--- src/rtl/i2c_pkg.sv ---
// rtl/i2c_pkg.sv - shared types and default constants for the I2C bus conditioner
//
// Purpose: bus state encoding and default parameter values used by
//          i2c_line_filter and i2c_bus_conditioner.
package i2c_pkg;

  typedef enum logic [1:0] {
    S_TBUF,
    S_FREE,
    S_BUSY
  } bus_state_e;

  localparam int I2C_SYNC_STAGES = 2;
  localparam int I2C_FILTER_LEN  = 4;
  localparam int I2C_T_BUF       = 8;

endpackage

--- src/rtl/i2c_line_filter.sv ---
// rtl/i2c_line_filter.sv - synchroniser plus glitch filter for one open-drain line
//
// Purpose: brings an asynchronous pad level into the clock domain and only
//          accepts a new level once it has been stable for FILTER_LEN cycles.
//          Pin-to-filtered latency is SYNC_STAGES+FILTER_LEN cycles.
// Ports:
//   clock    in  system clock
//   rst      in  asynchronous active-high reset (line resets to 1, idle bus)
//   pin      in  raw pad level (async)
//   filtered out synchronised, de-glitched level
module i2c_line_filter #(
  parameter int SYNC_STAGES = 2,
  parameter int FILTER_LEN  = 4
) (
  input  logic clock,
  input  logic rst,
  input  logic pin,
  output logic filtered
);

  localparam int CW = (FILTER_LEN > 1) ? $clog2(FILTER_LEN) : 1;

  logic [SYNC_STAGES-1:0] sync_q;
  logic [CW-1:0]          cnt;
  logic                   synced;

  assign synced = sync_q[SYNC_STAGES-1];

  always_ff @(posedge clock or posedge rst) begin
    if (rst) begin
      sync_q <= '1;
    end else begin
      sync_q <= {sync_q[SYNC_STAGES-2:0], pin};
    end
  end

  // cnt holds how many consecutive cycles synced has disagreed with filtered;
  // any agreement restarts the count, so short pulses are discarded.
  always_ff @(posedge clock or posedge rst) begin
    if (rst) begin
      filtered <= 1'b1;
      cnt      <= '0;
    end else if (synced != filtered) begin
      if (cnt == CW'(FILTER_LEN - 1)) begin
        filtered <= synced;
        cnt      <= '0;
      end else begin
        cnt <= cnt + 1'b1;
      end
    end else begin
      cnt <= '0;
    end
  end

endmodule

--- src/rtl/i2c_bus_conditioner.sv ---
// rtl/i2c_bus_conditioner.sv - filtered SCL/SDA, edge pulses, START/STOP and bus state
//
// Purpose: conditions raw SCL/SDA pad reads for the I2C master: filtering,
//          SCL edge pulses, START/STOP detection, busy/free tracking with a
//          T_BUF idle guard, and optional arbitration-loss detection.
// Build option: define I2C_ARB_DETECT_EN to enable arb_lost; otherwise it is
//          tied 0 and sda_o/sda_t are ignored. Port list is the same either way.
// Ports:
//   clock, rst          clock, asynchronous active-high reset
//   scl_i, sda_i        raw pad levels (async)
//   sda_o, sda_t        master SDA output value and drive enable
//   scl_f, sda_f        filtered lines
//   scl_rise, scl_fall  1-cycle SCL edge pulses
//   start_det, stop_det 1-cycle START (incl. repeated) / STOP pulses
//   bus_busy, bus_free  bus state decodes
//   arb_lost            1-cycle arbitration-lost pulse
module i2c_bus_conditioner
  import i2c_pkg::*;
#(
  parameter int SYNC_STAGES = I2C_SYNC_STAGES,
  parameter int FILTER_LEN  = I2C_FILTER_LEN,
  parameter int T_BUF       = I2C_T_BUF
) (
  input  logic clock,
  input  logic rst,
  input  logic scl_i,
  input  logic sda_i,
  input  logic sda_o,
  input  logic sda_t,
  output logic scl_f,
  output logic sda_f,
  output logic scl_rise,
  output logic scl_fall,
  output logic start_det,
  output logic stop_det,
  output logic bus_busy,
  output logic bus_free,
  output logic arb_lost
);

  localparam int TW = $clog2(T_BUF + 1);

  bus_state_e    state;
  logic [TW-1:0] tbuf_cnt;
  logic          scl_q;
  logic          sda_q;

  i2c_line_filter #(
    .SYNC_STAGES (SYNC_STAGES),
    .FILTER_LEN  (FILTER_LEN)
  ) u_scl_filter (
    .clock    (clock),
    .rst      (rst),
    .pin      (scl_i),
    .filtered (scl_f)
  );

  i2c_line_filter #(
    .SYNC_STAGES (SYNC_STAGES),
    .FILTER_LEN  (FILTER_LEN)
  ) u_sda_filter (
    .clock    (clock),
    .rst      (rst),
    .pin      (sda_i),
    .filtered (sda_f)
  );

  always_ff @(posedge clock or posedge rst) begin
    if (rst) begin
      scl_q <= 1'b1;
      sda_q <= 1'b1;
    end else begin
      scl_q <= scl_f;
      sda_q <= sda_f;
    end
  end

  // Conditions require SCL high on both sides of the SDA change, so an SCL
  // transition in the same cycle suppresses START/STOP.
  assign scl_rise  = scl_f & ~scl_q;
  assign scl_fall  = ~scl_f & scl_q;
  assign start_det = scl_q & scl_f & sda_q & ~sda_f;
  assign stop_det  = scl_q & scl_f & ~sda_q & sda_f;

  always_ff @(posedge clock or posedge rst) begin
    if (rst) begin
      state    <= S_TBUF;
      tbuf_cnt <= '0;
    end else begin
      case (state)
        S_TBUF: begin
          if (start_det) begin
            state <= S_BUSY;
          end else if (scl_f && sda_f) begin
            if (tbuf_cnt != TW'(T_BUF)) tbuf_cnt <= tbuf_cnt + 1'b1;
            if (tbuf_cnt == TW'(T_BUF - 1)) state <= S_FREE;
          end else begin
            tbuf_cnt <= '0;
          end
        end
        S_FREE: begin
          if (start_det) begin
            state <= S_BUSY;
          end else if (!scl_f || !sda_f) begin
            state    <= S_TBUF;
            tbuf_cnt <= '0;
          end
        end
        S_BUSY: begin
          if (stop_det) begin
            state    <= S_TBUF;
            tbuf_cnt <= '0;
          end
        end
        default: begin
          state    <= S_TBUF;
          tbuf_cnt <= '0;
        end
      endcase
    end
  end

  assign bus_busy = (state == S_BUSY);
  assign bus_free = (state == S_FREE);

`ifdef I2C_ARB_DETECT_EN
  // We released SDA (driving a 1) but the bus reads low when SCL rises.
  assign arb_lost = scl_rise & (state == S_BUSY) & sda_t & sda_o & ~sda_f;
`else
  logic unused_arb_inputs;
  assign unused_arb_inputs = sda_o ^ sda_t;
  assign arb_lost          = 1'b0;
`endif

endmodule

--- config.mk ---
export PLATFORM = sky130hd
export DESIGN_NAME = i2c_bus_conditioner
export DESIGN_NICKNAME = d
export VERILOG_FILES = /design/src/rtl/i2c_pkg.sv /design/src/rtl/i2c_line_filter.sv /design/src/rtl/i2c_bus_conditioner.sv
export SDC_FILE = /design/constraint.sdc
export NUM_CORES = 1
export LEC_CHECK = 0
export BUFFER_PORTS_ARGS = -buffer_cell sky130_fd_sc_hd__buf_2
export CORE_ASPECT_RATIO = 1.2
export CORE_MARGIN = 2
export CORE_UTILIZATION = 40
export CTS_CLUSTER_DIAMETER = 80
export DETAILED_ROUTE_END_ITERATION = 8
export HOLD_SLACK_MARGIN = 0.05
export SLEW_MARGIN = 20
export SYNTH_ARGS = -nofsm -noshare
export SYNTH_HDL_FRONTEND = slang
export SYNTH_HIERARCHICAL = 1
export SYNTH_SLANG_ARGS = --single-unit
--- constraint.sdc ---
create_clock -name clock -period 1.3 [get_ports clock]
set_input_delay 0.065 -clock clock [delete_from_list [all_inputs] [get_ports clock]]
set_output_delay 0.065 -clock clock [all_outputs]
set_load 0.01 [all_outputs]
======== After elaboration in Yosys (flattened, before gate mapping) ========
Cells that the tools add are included.
storage, ports and cells
  register bits ........................... 18
  input port bits ......................... 6
  output and inout bits ................... 9
  word-level logic and storage cells ...... 67
operators by class
  $add $sub $neg .......................... 3
  equality and inequality tests ........... 16
  muxes and demuxes ....................... 18
  bitwise gates (word level) .............. 11
  reductions and logical operators ........ 9
operator list
  operator             number
  $mux 4               6
  $mux 2               10
  $pmux 4 s3           1
  $ne 3x3->1 const B   3
  $and 1x1->1          7
  $eq 2x2->1 const B   3
  $ne 2x2->1 const B   3
  $pmux 2 s3           1
  $reduce_and 5->1     1
  $add 2x1->2 const B  2
  $add 4x1->4 const B  1
  $eq 4x3->1 const B   1
  $ne 4x4->1 const B   1
  $not 1->1            4
  $reduce_and 2->1     2
  $reduce_and 4->1     1
  $ne 3x2->1 const B   1
  $eq 2x1->1 const B   1
  $logic_not 1->1      2
  $logic_not 2->1      1
  $ne 1x1->1           2
  $ne 2x1->1 const B   1
  $logic_and 1x1->1    1
  $logic_or 1x1->1     1

======== Logic depth before layout (Yosys ltp) ========
  depth after elaboration ................. 5
  depth in mapped cells ................... 5
  depth with buffers taken out ............ 5

======== By module ========
Netlist, hierarchy kept.
by module, submodules not included
  module               times used  cells each  area each (µm²)
  i2c_bus_conditioner  1           45          459.2
  i2c_line_filter      2           11          181.4

======== Least setup slack after synthesis ========
No wires, ideal clock.
  kind .................................... flip-flop to flip-flop
  start ................................... reg u_scl_filter.filtered
  end ..................................... reg tbuf_cnt[2]
  setup time .............................. 124 ps
  arrival ................................. 1244 ps
  data required time ...................... 1176 ps
  slack ................................... -67 ps
  stages on the path, launching flop included .. 5
  buffers on the path ..................... 0
  period minus slack after synthesis ...... 1367 ps
  cells stage by stage .................... dfstp_2 nand2_1 o21ai_1 o21ai_2 a211o_1
on the way
  word-level cells in the longest chain between the ends .. 5
  elaborated cells on any way between the ends .. 17
RTL lines
  element                                             RTL line                                              source
  start, declared                                     i2c_line_filter.sv:18                                 output logic filtered
  start signal, assigned                              i2c_line_filter.sv:45                                 filtered <= synced;
  $and 1x1->1                                         i2c_bus_conditioner.sv:82, i2c_bus_conditioner.sv:83
  $and 1x1->1, on equally long branches (2 in a row)  i2c_bus_conditioner.sv:82, i2c_bus_conditioner.sv:83
  $ne 2x2->1 (no line)                                --
  $reduce_and 5->1 (no line)                          --
  end signal, assigned                                i2c_bus_conditioner.sv:95                             if (tbuf_cnt != TW'(T_BUF)) tbuf_cnt <= tbuf_cnt + 1'b1;
  end, declared                                       i2c_bus_conditioner.sv:44                             logic [TW-1:0] tbuf_cnt;
Several ways; a longest one is shown, not always the timed one. The select of a mux whose other input is x is not followed.
A chain may end at the register's enable or synchronous reset.

======== Worst setup path in the final report ========
  start ................................... reg u_scl_filter.filtered
  end ..................................... out start_det
on the way
  word-level cells in the longest chain between the ends .. 3
RTL lines
  element                   RTL line                   source
  $and 1x1->1 (3 in a row)  i2c_bus_conditioner.sv:82  assign start_det = scl_q & scl_f & sda_q & ~sda_f;
  end, declared             i2c_bus_conditioner.sv:34  output logic start_det,
Every way passes these cells.

==> results by group <==
CTS
  – CTS tree: done
  – Clk_lat worst skew: approximately 0.29 ns
  – CTS root buf: clkbuf_4
  – Clk slew on worst S/H paths: around 0.1 ns
  – H-tree depth: 1
  – Clock Tree Buf Depth: 2
  – Num CTS Buffers: 3
  – TritonCTS Sinks: 18

Logic synthesis
  – Cell Area, Synth: between 800 and 900 um2
  – Proportion of netlist area held by the largest area contributor: 0.3044
  – Register bit total from synthesis: 18
  – Synth unique cells: 31
  – Synth area leader: dfrtp_1
  – Register area share after synthesis: 0.5601
  – Cells after Synth: 67
  – Syn_nets: 77
  – Average cell area after synthesis: ~12 um2
  – Yosys warning total: 6
  – Area contributors post-synth: dfrtp_1, dfstp_2, ha_1

Timing
  – Final hold viol count: 0
  – Crit path time final: 1.407 ns
  – Setup Viol. Count Final: 8
  – Final WS setup: -0.1070 ns
  – Clock Skews: 0.008830 ns
  – RSZ-0062 raised after global routing: true
  – Max Clk Rate: a little over 700 MHz
  – Final period util: 1.082
  – Max-slew violations: 0

Run
  – Maxcap violations: 0

Placement
  – Final HPWL DP: between 1000 and 1500 um
  – Placed instance area: roughly 980 um2
  – Port Buffers: 11
  – GP Congestion: between 0.7 and 0.8
  – Pre-CTS WS: -0.01550 ns

Critical path
  – Data arrival, critical path: ~1.3 ns
  – Crit path capture: start_det
  – Worst setup path class: flip-flop to output port
  – Crit-path max cell delay: ~0.57 ns
  – Register-to-Register Path Depth: 5
  – Critical Path RT: 1.24 ns
  – Startpoint Class: flip-flop
  – CP Max Fanout: 3
  – Setup slack, reg-to-reg: -0.07 ns
  – Worst setup EP type: output port
  – Critical Path Start: u_scl_filter/filtered
  – Worst reg2reg startpoint: u_scl_filter/filtered
  – Cell breakdown of the critical path: nand2_2 > buf_6 > nor3b_2 > buf_2
  – R2r endpoint: tbuf_cnt[2]
  – Slowest-stage cell, CP: dfstp_2

Final layout
  – Share of layout cells above drive strength 1: 0.5743
  – Most frequent cells in the layout: buf_4, buf_2, dfrtp_1
  – Finished Cell Area: approximately 1200 um2
  – Fillers: between 150 and 200
  – Multi-input gate area: between 300 and 400 um2
  – Nets: 112
  – Area Overhead vs Synth: 43.53%
  – Diode count: 0
  – Register area: between 400 and 500 um2
  – Commonest non-fill, non-tap cell in the layout: buf_4

Floorplan
  – Core ar.: between 1500 and 2000 um2
  – Starting Density: 0.4342
  – I/O Pins: 15
  – Die Span Y: between 50 and 60 um
  – Die area: roughly 2400 um2
  – Die X: around 45 um
  – Cell row count: 17

Global route
  – GRT overflow: 0
  – Pin count of the biggest net entering global routing: 11
  – Initial antenna violation count: 0
  – Vias in the first global route: slightly below 600
  – Total track usage: 0.1525
  – First-pass GRT wire length: around 2700 um

Route
  – DR iter-0 viols: 3
  – First-pass DRT Iterations: 2
  – Routed Wire Length: ~1600 um
  – ANT nets after route: 0
  – WL per Instance: 13.37 um
  – Number of remaining DRC errors: 0
  – Vias per inst: 5.008
  – Vias: 601

Hold path
  – Hold WC Path Type: input port to async pin

Power and ir drop
  – Gate power share: 0.489
  – Reg power frac: 0.371
  – Cell Pwr Density: around 2000 nW/um2
  – Switch Pwr: between 0.0008 and 0.0009 W
  – P_leak: between 0.5 and 0.6 nW
  – Sw frac: 0.3370
  – Worst IR Drop VDD: about 1.4 mV
  – Int Pwr: 0.001598 W
  – Clock network fraction of total power: 0.141

Run status
  – Status: finished with violations
  – Failing checks: negative setup slack
==> critical path, delay by kind of cell, from the launching register on <==
family                 cells  cell delay, ns
buffers and inverters      2            0.27
flip-flops                 1            0.57
AND/OR/NAND/NOR            2            0.22
==> synthesized netlist by cell type <==
cell	count
dfrtp_1	10
dfstp_2	8
inv_1	8
ha_1	4
nor2b_1	4
a31oi_1	2
mux2_2	2
nand2_1	2
nor2_1	2
nor3_2	2
nor3b_1	2
xnor2_1	2
a2111oi_2	1
a211o_1	1
a22o_1	1
a2bb2oi_1	1
a32o_1	1
a41oi_2	1
and2b_1	1
and3_1	1
and3_2	1
buf_4	1
conb_1	1
nand2b_1	1
nand3_1	1
nor2b_2	1
nor4_1	1
o21ai_0	1
o21ai_1	1
o21ai_2	1
o221ai_1	1
==> sequential cells by signal (all words and copies together) (netlist names) <==
signal and flops:
sda_q 1, state 2, u_scl_filter/filtered 1, u_sda_filter/sync_q 2, u_sda_filter/cnt 2, tbuf_cnt 4
scl_q 1, u_scl_filter/cnt 2, u_scl_filter/sync_q 2, u_sda_filter/filtered 1
==> through the flow <==
step                hold WS [ns]  utilization  cells    TNS [ns]  total power [W]
floorplan                -0.1587            -     67    -0.03941         0.001403
global placement        -0.01069       0.5175    106  -0.0002732         0.001729
detailed placement      -0.01510       0.5175    106    -0.01960         0.001750
CTS                       0.2207       0.5962    119     -0.6077         0.002331
global route              0.2462       0.6233    120      -1.082         0.002583
finish                    0.2166       0.6233    120     -0.4949         0.002410
==> metal layers <==
metal	routed length [um]	share of wire	global-route usage
met4	15	0.0094	0.05882
met1	719	0.45	0.2094
met2	829	0.52	0.2418
met5	0	0	0
met3	39	0.024	0.02013
==> cells by family after synthesis <==
group | count (synthesis) | share of synthesized area
simple gates | 19 | 0.1492
flops | 18 | 0.5601
compound gates | 12 | 0.1309
buf+inv | 9 | 0.04567
fa+ha+maj | 4 | 0.06089
xor+xnor | 2 | 0.02131
mux | 2 | 0.02740
other cells | 1 | 0.004562
==> power by group through the flow <==
stage / clock [W] / sequential, W / combinational, W
final: 0.000339 / 0.000893 / 0.00118
after global routing: 0.000375 / 0.000917 / 0.00129
after detailed placement: 0 / 0.000919 / 0.000831
after CTS: 0.000346 / 0.000892 / 0.00109
after floorplan: 0 / 0.000951 / 0.000452
after global placement: 0 / 0.000909 / 0.000820
==> how the worst min path moves through the flow <==
stage / from / endpoint / slack [ns] / cells after the start
2_1_floorplan: rst / u_scl_filter/cnt[0] / -0.16 / 1
3_3_place_gp: rst / u_sda_filter/cnt[1] / -0.01 / 2
3_5_place_dp: rst / u_sda_filter/cnt[1] / -0.02 / 2
4_1_cts: rst / u_sda_filter/cnt[1] / 0.22 / 3
5_1_grt: rst / u_sda_filter/cnt[1] / 0.25 / 3
6_report: rst / u_sda_filter/cnt[1] / 0.22 / 3
==> area by class of cell <==
class	count	share of cell area
tap	19	0.02015
sequential	18	0.3902
inverter	8	0.02545
clock buffer	4	0.03075
timing repair buffer	31	0.1983
multi-input combinational	40	0.3351
==> what timing repair did <==
item / 4_1_cts / 5_1_grt
hold buffers: 3 / 0
gates cloned: 0 / 0
pin swaps: 2 / 1
endpoints found under the setup margin: 6 / 9
endpoints found under the hold margin: 20 / 0
gates resized for setup: 8 / 7
buffers inserted: 6 / 1
No activity file was read; power rests on OpenSTA's default activity.
